**src/rtl/des_key_if.sv**
```systemverilog
// Key-in / subkey-out handshake bundle for des_key_schedule.
// parity_err exists only when DES_KEY_PARITY_CHECK_EN is defined.
interface des_key_if;
    localparam int unsigned KEY_W = 64;
    localparam int unsigned SK_W  = 48;
    localparam int unsigned IDX_W = 4;

    logic             key_valid;
    logic             key_ready;
    logic [KEY_W-1:0] key;
    logic             decrypt;
    logic             abort;
    logic             subkey_valid;
    logic             subkey_ready;
    logic [SK_W-1:0]  subkey;
    logic [IDX_W-1:0] round_idx;
    logic             last;
    logic             busy;
`ifdef DES_KEY_PARITY_CHECK_EN
    logic             parity_err;
`endif

    modport master (
        output key_valid, key, decrypt, abort, subkey_ready,
        input  key_ready, subkey_valid, subkey, round_idx, last, busy
`ifdef DES_KEY_PARITY_CHECK_EN
        , input parity_err
`endif
    );

    modport slave (
        input  key_valid, key, decrypt, abort, subkey_ready,
        output key_ready, subkey_valid, subkey, round_idx, last, busy
`ifdef DES_KEY_PARITY_CHECK_EN
        , output parity_err
`endif
    );
endinterface

```
**src/rtl/des_key_schedule.sv**
```systemverilog
// Sequential DES key schedule: PC-1 load, one PC-2 subkey per accepted beat, K1..Kn or Kn..K1.
// Optional DES_KEY_PARITY_CHECK_EN rejects keys with any even-parity byte and pulses parity_err.
module des_key_schedule #(
    parameter int unsigned ROUNDS     = 16,
    parameter logic [15:0] SHIFT_MASK = 16'h8103
) (
    input  logic     clk,
    input  logic     rst,
    des_key_if.slave kif
);
    localparam int unsigned HALF_W = 28;
    localparam int unsigned CD_W   = 56;
    localparam int unsigned KEY_W  = 64;
    localparam int unsigned SK_W   = 48;
    localparam int unsigned IDX_W  = 4;

    // FIPS 46-3 tables, 1-based bit numbers with bit 1 as MSB
    localparam int PC1_TAB [CD_W] = '{
        57, 49, 41, 33, 25, 17,  9,  1, 58, 50, 42, 34, 26, 18,
        10,  2, 59, 51, 43, 35, 27, 19, 11,  3, 60, 52, 44, 36,
        63, 55, 47, 39, 31, 23, 15,  7, 62, 54, 46, 38, 30, 22,
        14,  6, 61, 53, 45, 37, 29, 21, 13,  5, 28, 20, 12,  4};
    localparam int PC2_TAB [SK_W] = '{
        14, 17, 11, 24,  1,  5,  3, 28, 15,  6, 21, 10,
        23, 19, 12,  4, 26,  8, 16,  7, 27, 20, 13,  2,
        41, 52, 31, 37, 47, 55, 30, 40, 51, 45, 33, 48,
        44, 49, 39, 56, 34, 53, 46, 42, 50, 36, 29, 32};

    function automatic int unsigned total_shift();
        int unsigned s;
        s = 0;
        for (int unsigned i = 0; i < ROUNDS; i++) s += (SHIFT_MASK[i] ? 1 : 2);
        return s % HALF_W;
    endfunction

    localparam int unsigned ENC_LOAD_ROT = SHIFT_MASK[0] ? 1 : 2;
    localparam int unsigned DEC_LOAD_ROT = total_shift();

    function automatic logic [HALF_W-1:0] rotl(input logic [HALF_W-1:0] x, input int unsigned n);
        return (x << n) | (x >> (HALF_W - n));
    endfunction

    // One schedule step: left by 1/2 for encrypt, right by 1/2 for decrypt
    function automatic logic [HALF_W-1:0] step(input logic [HALF_W-1:0] x, input logic right,
                                               input logic one);
        int unsigned amt;
        if (right) amt = one ? HALF_W - 1 : HALF_W - 2;
        else       amt = one ? 1 : 2;
        return rotl(x, amt);
    endfunction

    function automatic logic [CD_W-1:0] pc1(input logic [KEY_W-1:0] k);
        logic [CD_W-1:0] r;
        r = '0;
        for (int i = 0; i < int'(CD_W); i++) r[int'(CD_W) - 1 - i] = k[int'(KEY_W) - PC1_TAB[i]];
        return r;
    endfunction

    function automatic logic [SK_W-1:0] pc2(input logic [CD_W-1:0] cd);
        logic [SK_W-1:0] r;
        r = '0;
        for (int i = 0; i < int'(SK_W); i++) r[int'(SK_W) - 1 - i] = cd[int'(CD_W) - PC2_TAB[i]];
        return r;
    endfunction

    typedef enum logic {IDLE, RUN} state_t;

    state_t            state;
    logic [HALF_W-1:0] c_q, d_q;
    logic [IDX_W-1:0]  beat;
    logic [IDX_W-1:0]  round_idx_q;
    logic              mode;
    logic              last_q;

    logic [CD_W-1:0]   cd_load;
    logic [HALF_W-1:0] c_load, d_load;
    logic [IDX_W-1:0]  enc_sel;
    logic              step_one;
    logic              final_beat;
    logic              key_ok;
    logic              accept;

`ifdef DES_KEY_PARITY_CHECK_EN
    logic parity_err_q;

    function automatic logic odd_bytes(input logic [KEY_W-1:0] k);
        logic ok;
        ok = 1'b1;
        for (int b = 0; b < 8; b++) ok &= ^k[8*b +: 8];
        return ok;
    endfunction

    assign key_ok         = odd_bytes(kif.key);
    assign kif.parity_err = parity_err_q;
`else
    assign key_ok = 1'b1;
`endif

    assign cd_load = pc1(kif.key);
    assign c_load  = kif.decrypt ? rotl(cd_load[CD_W-1:HALF_W], DEC_LOAD_ROT)
                                 : rotl(cd_load[CD_W-1:HALF_W], ENC_LOAD_ROT);
    assign d_load  = kif.decrypt ? rotl(cd_load[HALF_W-1:0], DEC_LOAD_ROT)
                                 : rotl(cd_load[HALF_W-1:0], ENC_LOAD_ROT);

    // Encrypt steps with the next round's shift, decrypt undoes the outgoing round's shift
    assign enc_sel    = beat + IDX_W'(1);
    assign step_one   = mode ? SHIFT_MASK[round_idx_q] : SHIFT_MASK[enc_sel];
    assign final_beat = (beat == IDX_W'(ROUNDS - 1));
    assign accept     = (state == IDLE) && kif.key_valid && !kif.abort && key_ok;

    assign kif.key_ready    = (state == IDLE) && !kif.abort;
    assign kif.subkey_valid = (state == RUN);
    assign kif.busy         = (state == RUN);
    assign kif.subkey       = pc2({c_q, d_q});
    assign kif.round_idx    = round_idx_q;
    assign kif.last         = last_q;

    always_ff @(posedge clk or posedge rst) begin
        if (rst) begin
            state        <= IDLE;
            c_q          <= '0;
            d_q          <= '0;
            beat         <= '0;
            round_idx_q  <= '0;
            mode         <= 1'b0;
            last_q       <= 1'b0;
`ifdef DES_KEY_PARITY_CHECK_EN
            parity_err_q <= 1'b0;
`endif
        end else begin
`ifdef DES_KEY_PARITY_CHECK_EN
            parity_err_q <= 1'b0;
`endif
            case (state)
                IDLE: begin
                    if (accept) begin
                        state       <= RUN;
                        mode        <= kif.decrypt;
                        c_q         <= c_load;
                        d_q         <= d_load;
                        beat        <= '0;
                        round_idx_q <= kif.decrypt ? IDX_W'(ROUNDS - 1) : '0;
                        last_q      <= (ROUNDS == 1);
                    end
`ifdef DES_KEY_PARITY_CHECK_EN
                    else if (kif.key_valid && !kif.abort) begin
                        parity_err_q <= 1'b1;
                    end
`endif
                end
                RUN: begin
                    if (kif.abort || (kif.subkey_ready && final_beat)) begin
                        state       <= IDLE;
                        beat        <= '0;
                        round_idx_q <= '0;
                        last_q      <= 1'b0;
                    end else if (kif.subkey_ready) begin
                        beat        <= beat + IDX_W'(1);
                        round_idx_q <= mode ? round_idx_q - IDX_W'(1) : round_idx_q + IDX_W'(1);
                        last_q      <= ((beat + IDX_W'(1)) == IDX_W'(ROUNDS - 1));
                        c_q         <= step(c_q, mode, step_one);
                        d_q         <= step(d_q, mode, step_one);
                    end
                end
                default: state <= IDLE;
            endcase
        end
    end
endmodule

```
**src/flat_wrapper.sv**
```systemverilog
// flat-port wrapper written by rule: the top's interface ports become plain ports
module des_key_schedule_flat 
#(
    parameter int unsigned ROUNDS     = 16,
    parameter logic [15:0] SHIFT_MASK = 16'h8103
)
  (clk, rst, kif_key_valid, kif_key, kif_decrypt, kif_abort, kif_subkey_ready, kif_key_ready, kif_subkey_valid, kif_subkey, kif_round_idx, kif_last, kif_busy);
  des_key_if kif_i ();
  input  logic clk;
  input  logic rst;
  input wire logic [$bits(kif_i.key_valid)-1:0] kif_key_valid;
  input wire logic [$bits(kif_i.key)-1:0] kif_key;
  input wire logic [$bits(kif_i.decrypt)-1:0] kif_decrypt;
  input wire logic [$bits(kif_i.abort)-1:0] kif_abort;
  input wire logic [$bits(kif_i.subkey_ready)-1:0] kif_subkey_ready;
  output wire logic [$bits(kif_i.key_ready)-1:0] kif_key_ready;
  output wire logic [$bits(kif_i.subkey_valid)-1:0] kif_subkey_valid;
  output wire logic [$bits(kif_i.subkey)-1:0] kif_subkey;
  output wire logic [$bits(kif_i.round_idx)-1:0] kif_round_idx;
  output wire logic [$bits(kif_i.last)-1:0] kif_last;
  output wire logic [$bits(kif_i.busy)-1:0] kif_busy;
  assign kif_i.key_valid = kif_key_valid;
  assign kif_i.key = kif_key;
  assign kif_i.decrypt = kif_decrypt;
  assign kif_i.abort = kif_abort;
  assign kif_i.subkey_ready = kif_subkey_ready;
  assign kif_key_ready = kif_i.key_ready;
  assign kif_subkey_valid = kif_i.subkey_valid;
  assign kif_subkey = kif_i.subkey;
  assign kif_round_idx = kif_i.round_idx;
  assign kif_last = kif_i.last;
  assign kif_busy = kif_i.busy;
  des_key_schedule #(.ROUNDS(ROUNDS), .SHIFT_MASK(SHIFT_MASK)) u_core (.clk(clk), .rst(rst), .kif(kif_i));
endmodule
```
**config.mk**
```make
export PLATFORM = sky130hd
export DESIGN_NAME = des_key_schedule_flat
export DESIGN_NICKNAME = d
export VERILOG_FILES = /design/src/rtl/des_key_if.sv /design/src/rtl/des_key_schedule.sv /design/src/flat_wrapper.sv
export SDC_FILE = /design/constraint.sdc
export NUM_CORES = 1
export LEC_CHECK = 0
export ABC_AREA = 1
export BUFFER_PORTS_ARGS = -buffer_cell sky130_fd_sc_hd__buf_4
export CORE_MARGIN = 10
export CORE_UTILIZATION = 50
export CTS_CLUSTER_DIAMETER = 150
export DETAILED_ROUTE_END_ITERATION = 10
export HOLD_SLACK_MARGIN = 0.06
export PLACE_DENSITY = 0.73
export SLEW_MARGIN = 20
export SYNTH_ARGS = -nofsm -noshare
export SYNTH_HDL_FRONTEND = slang
export SYNTH_SLANG_ARGS = --single-unit
```
**constraint.sdc**
```tcl
create_clock -name clk -period 3.3 [get_ports clk]
set_input_delay 0.33 -clock clk [delete_from_list [all_inputs] [get_ports clk]]
set_output_delay 0.33 -clock clk [all_outputs]
set_load 0.01 [all_outputs]
```
### Yosys cells after proc, flatten, opt, wreduce, memory -nomap -nowiden

Memory sizes are Yosys's and may differ from the RTL's.
Index checks and enable logic that the tools add are counted.

| word-level totals | value |
|---|---|
| memories kept | 2 |
| word-level logic and storage cells | 75 |
| bits in read-only memories | 32 |
| flip-flop bits (word level) | 67 |
| input port bits | 70 |
| output and inout bits | 56 |

| operators by class | value |
|---|---|
| shift operators | 4 |
| add/sub/neg operators | 4 |
| equal/unequal tests | 6 |
| bitwise operators | 5 |
| $lt $le $gt $ge | 2 |
| reductions and logical operators | 9 |
| muxes and demuxes | 36 |

Memory list:

| memory | depth | bits a word | read ports | clocked after Yosys merged registers in | wr ports | RTL line | source |
|---|---|---|---|---|---|---|---|
| (name not given) | 16 | 1 | 1 | 0 | 0 | des_key_schedule.sv:107 | `assign step_one = mode ? SHIFT_MASK[round_idx_q] : SHIFT_MASK[enc_sel];` |
| (name not given) | 16 | 1 | 1 | 0 | 0 | des_key_schedule.sv:107 |  |

Operators with widths:

| cell | number |
|---|---|
| 28-bit 2-to-1 mux | 8 |
| 32-bit 2-to-1 mux | 4 |
| 28-bit one-hot mux with 2 select lines | 2 |
| 28-bit by 32-bit << shifter with 28-bit output | 2 |
| 28-bit by 32-bit right shift with 28-bit output | 2 |
| 28-bit by 1-bit bitwise OR with 28-bit output | 2 |
| 28-bit bitwise OR | 2 |
| 4-bit 2-to-1 mux | 8 |
| 5-bit by 32-bit subtractor with 32-bit output (first input constant) | 1 |
| 4-bit one-hot mux with 2 select lines | 2 |
| 4-bit by 5-bit less-than comparator with 1-bit output (second input constant) | 2 |
| 1-bit 2-to-1 mux | 9 |
| 4-bit by 1-bit adder with 4-bit output (second input constant) | 2 |
| 4-bit equality test (second input constant) | 2 |
| 1-bit logical AND | 4 |
| 2-bit inequality test (second input constant) | 2 |
| 1-bit one-hot mux with 2 select lines | 2 |
| 2-bit AND reduction | 2 |
| 4-bit by 1-bit subtractor with 4-bit output (second input constant) | 1 |
| 3-bit inequality test (second input constant) | 1 |
| 3-bit AND reduction | 1 |
| 2-bit 2-to-1 mux | 1 |
| 2-bit by 1-bit inequality test with 1-bit output (second input constant) | 1 |
| 1-bit zero test | 1 |
| other kinds (2) | 2 |

### Longest topological paths before layout

| logic depth | value |
|---|---|
| depth after elaboration | 15 |
| gate-level depth with buffers | 15 |

### Worst setup path before layout

No wires, ideal clock.

| timing path | value |
|---|---|
| path kind | reg2reg |
| from | reg u_core.beat[0] |
| to | reg u_core.d_q[9] |
| cell stages (with the launch flop) | 14 |
| required time | 3.235 ns |
| clock period less this slack | 1.780 ns |
| arrival | 1.715 ns |
| slack | 1.520 ns |
| cells stage by stage | dfrtp_1 ha_1 inv_1 nor3_2 nor2_2 nand3_4 nand2_2 buf_6 inv_2 buf_6 buf_4 a21oi_1 nand2_1 nand2_1 |

| between the ends | value |
|---|---|
| longest elaborated chain between the ends | 15 |
| elaborated cells between the ends (all ways) | 22 |
| classes of those cells | 2 x add/sub; 2 x eq/ne; 2 x shift; 11 x mux; 1 x bitwise; 3 x reduce/logical; 1 x memory |

Ends and longest elaborated chain:

| what | RTL line | source |
|---|---|---|
| start: declaration | des_key_schedule.sv:70 | `logic [IDX_W-1:0] beat;` |
| start signal: assignment | des_key_schedule.sv:158 | `beat <= beat + IDX_W'(1);` |
| 4-bit by 1-bit adder with 4-bit output | des_key_schedule.sv:106 | `assign enc_sel = beat + IDX_W'(1);` |
| memory 16 x 1 bit | -- |  |
| 1-bit 2-to-1 mux (not written as such) | des_key_schedule.sv:107 |  |
| 1-bit 2-to-1 mux | des_key_schedule.sv:107 |  |
| 2-bit 2-to-1 mux / 1-bit 2-to-1 mux (equally long branches) | des_key_schedule.sv:48, des_key_schedule.sv:47 |  |
| 32-bit 2-to-1 mux | des_key_schedule.sv:47 | `if (right) amt = one ? HALF_W - 1 : HALF_W - 2;` |
| 32-bit 2-to-1 mux | des_key_schedule.sv:157 | `end else if (kif.subkey_ready) begin` |
| 32-bit 2-to-1 mux | des_key_schedule.sv:152 | `if (kif.abort \|\| (kif.subkey_ready && final_beat)) begin` |
| 32-bit 2-to-1 mux | des_key_schedule.sv:134 | `case (state)` |
| 5-bit by 32-bit subtractor with 32-bit output | des_key_schedule.sv:40 | `return (x << n) \| (x >> (HALF_W - n));` |
| 28-bit by 32-bit right shift with 28-bit output | des_key_schedule.sv:40 |  |
| 28-bit bitwise OR | des_key_schedule.sv:40 |  |
| 28-bit 2-to-1 mux | des_key_schedule.sv:157 |  |
| 28-bit 2-to-1 mux | des_key_schedule.sv:152 |  |
| 28-bit one-hot mux with 2 select lines | des_key_schedule.sv:134 |  |
| end signal: assignment | des_key_schedule.sv:140 | `d_q <= d_load;` |
| end signal: assignment | des_key_schedule.sv:162 | `d_q <= step(d_q, mode, step_one);` |
| end: declaration | des_key_schedule.sv:69 | `logic [HALF_W-1:0] c_q, d_q;` |

Several ways; a longest one is shown, not always the timed one. The select of a mux whose other input is x is not followed.
A chain may end at the register's enable or synchronous reset.

### Worst setup path in the final report

| timing path | value |
|---|---|
| from | reg u_core.round_idx_q[3] (netlist: u_core.kif.round_idx[3]) |
| to | reg u_core.d_q[5] |

| between the ends | value |
|---|---|
| longest elaborated chain between the ends | 14 |
| elaborated cells between the ends (all ways) | 16 |
| classes of those cells | 1 x add/sub; 2 x shift; 11 x mux; 1 x bitwise; 1 x memory |

Ends and longest elaborated chain:

| what | RTL line | source |
|---|---|---|
| start: declaration | des_key_schedule.sv:71 | `logic [IDX_W-1:0] round_idx_q;` |
| start signal: assignment | des_key_schedule.sv:142 | `round_idx_q <= kif.decrypt ? IDX_W'(ROUNDS - 1) : '0;` |
| start signal: assignment | des_key_schedule.sv:159 | `round_idx_q <= mode ? round_idx_q - IDX_W'(1) : round_idx_q + IDX_W'(1);` |
| memory 16 x 1 bit * | -- |  |
| 1-bit 2-to-1 mux (not written as such) * | des_key_schedule.sv:107 |  |
| 1-bit 2-to-1 mux * | des_key_schedule.sv:107 |  |
| 2-bit 2-to-1 mux / 1-bit 2-to-1 mux (equally long branches) | des_key_schedule.sv:48, des_key_schedule.sv:47 |  |
| 32-bit 2-to-1 mux * | des_key_schedule.sv:47 |  |
| 32-bit 2-to-1 mux * | des_key_schedule.sv:157 |  |
| 32-bit 2-to-1 mux * | des_key_schedule.sv:152 |  |
| 32-bit 2-to-1 mux * | des_key_schedule.sv:134 |  |
| 5-bit by 32-bit subtractor with 32-bit output | des_key_schedule.sv:40 |  |
| 28-bit by 32-bit right shift with 28-bit output | des_key_schedule.sv:40 |  |
| 28-bit bitwise OR * | des_key_schedule.sv:40 |  |
| 28-bit 2-to-1 mux * | des_key_schedule.sv:157 |  |
| 28-bit 2-to-1 mux * | des_key_schedule.sv:152 |  |
| 28-bit one-hot mux with 2 select lines * | des_key_schedule.sv:134 |  |

Mark *: on every way between the ends. The rest lies on a longest branch, timed or not. The select of a mux whose other input is x is not followed.

==> results.md <==
* Seq cells post-synth at 67
* Overflow left after global routing at 0
* CP Buf/Inv Count at 1
* Initial DRC Count at 889
* CP required at 3.54 ns
* Clk_skew at 0.00447 ns
* HP Class: primary input to asynchronous set/reset pin
* Skew-Pair Late Insertion Delay at 0.35 ns
* Pleak at 3.55 nW
* Vias in the first global route at 6271
* Critical path class: flip-flop to flip-flop
* Final Hold Fails at 0
* Final setup TNS at 0 ns
* Final worst-path cycle share at 0.792
* GRT Util Overall at 0.226
* Cts repair resizes at 0
* Core area at 0.0125 mm2
* Power Density at 698 mW/mm2
* Worst-Margin Slew at 0.897 ns
* Power, Total at 4.99 mW
* Final Net Count at 1143
* Share of cells above drive strength 1 at 0.157
* Arrival time worst endpoint at 2.85 ns
* Residual DRC count at 0
* Hold Buf Count CTS at 0
* Syn nets at 1124
* Fin cells at 1244
* MaxCap Viol Count at 0
* # IOs at 126
* CTS tree: done
* DIE AREA at 0.0176 mm2
* CTS Sinks at 67
* Routed vias at 7054
* Fin. max-slew vios at 0
* Minimum clock period at 2.61 ns
* Slowest cell on the critical path: buf_4
* RSZ-0062 raised after global routing: no
* CTS root buf: clkbuf_16
* Slew headroom at 0.402
* Final WL at 20.7 mm
* DR pass1 iterations at 6
* Clock buffer count from CTS at 9
* Crit-path max FO at 77
* DR vias/cell at 5.67
* Delay of the slowest critical-path stage at 0.63 ns
* DP Wirelength at 14.1 mm
* Synth-to-Final Area Change at 12.5%
* Outcome: completed
* Gpl congestion at 0.895
* Crit start category: flip-flop
* VDD IR-drop max at 286 uV
* CP endpoint kind: flip-flop
* Fill cell count at 1302
* Fmax at 383 MHz
* Mapped Cells at 1049
* Netlist cell types at 39
* Syn. warnings at 0
* Setup bufs post-CTS at 0
* CP most frequent cell: nand2_1
* WL/cell at 16.6 um
* Diode count at 0
* Top delay family on crit path: simple AND/OR/NAND/NOR gates
* Worst hold slack at 0.243 ns
* Die H at 133 um
* First-pass GRT wire length at 33.0 mm
* PortBufs at 117
* Crit-path cells: nand2_1, o21ai_1, nand3_2, buf_4, nand2_1, o22ai_1, nor2_1, o21ai_1, nand2_1
* CTS H-tree depth at 3
* Largest net degree at the start of global routing at 80
* DIE WIDTH at 133 um
* Final setup vio count at 0
* Final Instance Area at 0.00715 mm2
* Post-Place Cells at 1229
* Placed inst area at 0.00685 mm2
* Clock Path Buffers at 2
* Row cnt at 41
* Clock slew at reported path FFs at 0.06 ns
* Post-route ant nets at 0
* Mean Syn Cell Area at 6.06 um2
* Initial Utilization at 0.508
* Initial antenna violation count at 0
* Seq/Total Area, Yosys at 0.264
* Mapped Area at 0.00636 mm2
-- per-layer routing --
metal / wire length (um) / part of all wire / GRT usage / vias up
met5: 0 / 0 / 0 / -
met4: 297 / 0.014 / 0.0727 / 0
met3: 1950 / 0.094 / 0.0549 / 17
met2: 8720 / 0.42 / 0.318 / 357
met1: 9720 / 0.47 / 0.328 / 3216
li1: - / - / - / 3464
-- cells in the mapped netlist (all sizes together) --
cell	n	share of area
dfrtp	67	0.26
o22ai	3	0.0030
nand3	172	0.14
o21a	1	0.0012
nand3b	2	0.0024
buf	91	0.10
xnor2	1	0.0014
or2	2	0.0020
a21oi	108	0.085
and2	1	0.00098
inv	65	0.038
nand4	6	0.0059
o41ai	1	0.0014
clkinv	1	0.00059
o21ai	91	0.072
nand2	275	0.16
clkbuf	36	0.021
fa	1	0.0031
o221ai	2	0.0028
xor2	2	0.0028
nor2	104	0.063
nor3	2	0.0024
a31oi	1	0.00098
ha	4	0.0079
a22oi	1	0.0012
o211ai	9	0.011
-- metrics by stage --
stage	setup WS [ns]	utilization
3_5_place_dp	0.826	0.547
2_1_floorplan	1.29	-
3_3_place_gp	0.843	0.547
6_report	0.687	0.571
5_1_grt	0.558	0.571
4_1_cts	0.808	0.571
-- layout by cell type (no fill, tap or decap), types with 2 or more instances in the layout --
cell type,n
nor2_1,102
xor2_1,2
inv_1,60
clkbuf_8,3
nand3b_1,2
nand3_2,4
nand2_1,271
dfrtp_1,66
o21ai_1,15
buf_12,3
nand3_1,167
o221ai_1,2
inv_2,5
clkbuf_16,9
a21oi_1,108
o211ai_1,9
nand2_2,3
ha_1,4
o22ai_1,3
buf_4,132
nand4_1,6
o21ai_0,76
-- final timing paths --
| kind | start | end | slack, ns | cells after the start |
|---|---|---|---|---|
| hold reg to reg | u_core.kif.last$_DFFE_PP0P_ | u_core.kif.last$_DFFE_PP0P_ | 0.49 | 2 |
| max in group asynchronous | rst | u_core.kif.busy$_DFF_PP0_ | 2.40 | 3 |
| hold / removal | rst | u_core.d_q[15]$_DFFE_PP0P_ | 0.24 | 3 |
| setup reg to reg | u_core.kif.round_idx[3]$_DFFE_PP0P_ | u_core.d_q[5]$_DFFE_PP0P_ | 0.69 | 9 |
| setup / recovery | u_core.kif.round_idx[3]$_DFFE_PP0P_ | u_core.d_q[5]$_DFFE_PP0P_ | 0.69 | 9 |
| min in group clk | kif_abort | u_core.kif.busy$_DFF_PP0_ | 0.27 | 4 |
-- registers in the layout (all words and copies together) (netlist names) --
name                  cells
u_core.c_q               28
u_core.d_q               28
u_core.beat               4
u_core.kif.round_idx      4
u_core.kif.busy           1
u_core.kif.last           1
u_core.mode               1
-- layout make-up --
class | count | area [um2] | share of cell area
well taps | 172 | 215 | 0.0301
flip-flops and latches | 67 | 1680 | 0.235
clock inverters | 2 | 35.0 | 0.00490
inverters | 66 | 248 | 0.0346
clock buffers | 13 | 270 | 0.0378
multi-input cells | 789 | 3650 | 0.511
repair buffers | 135 | 1050 | 0.147
-- tightest hold or removal path, stage by stage --
cell and delay, ns:
buf_4 0.11, inv_2 0.03, buf_4 0.66
-- report_power, final --
| group | internal, mW | total [mW] | switching [mW] |
|---|---|---|---|
| logic | 0.979 | 2.60 | 1.62 |
| clock network | 0.642 | 1.01 | 0.373 |
| registers | 1.05 | 1.37 | 0.318 |
| total | 2.67 | 4.99 | 2.32 |
-- kinds of logic after synthesis --
| family | after synthesis | share of synthesized area |
|---|---|---|
| and+or+nand+nor | 564 | 0.382 |
| AOI/OAI and AO/OA | 217 | 0.178 |
| buffers and inverters | 193 | 0.162 |
| DFF | 67 | 0.264 |
| adders and majority gates | 5 | 0.0110 |
| xor gates and xnor gates | 3 | 0.00413 |
No activity file was read; power rests on OpenSTA's default activity.
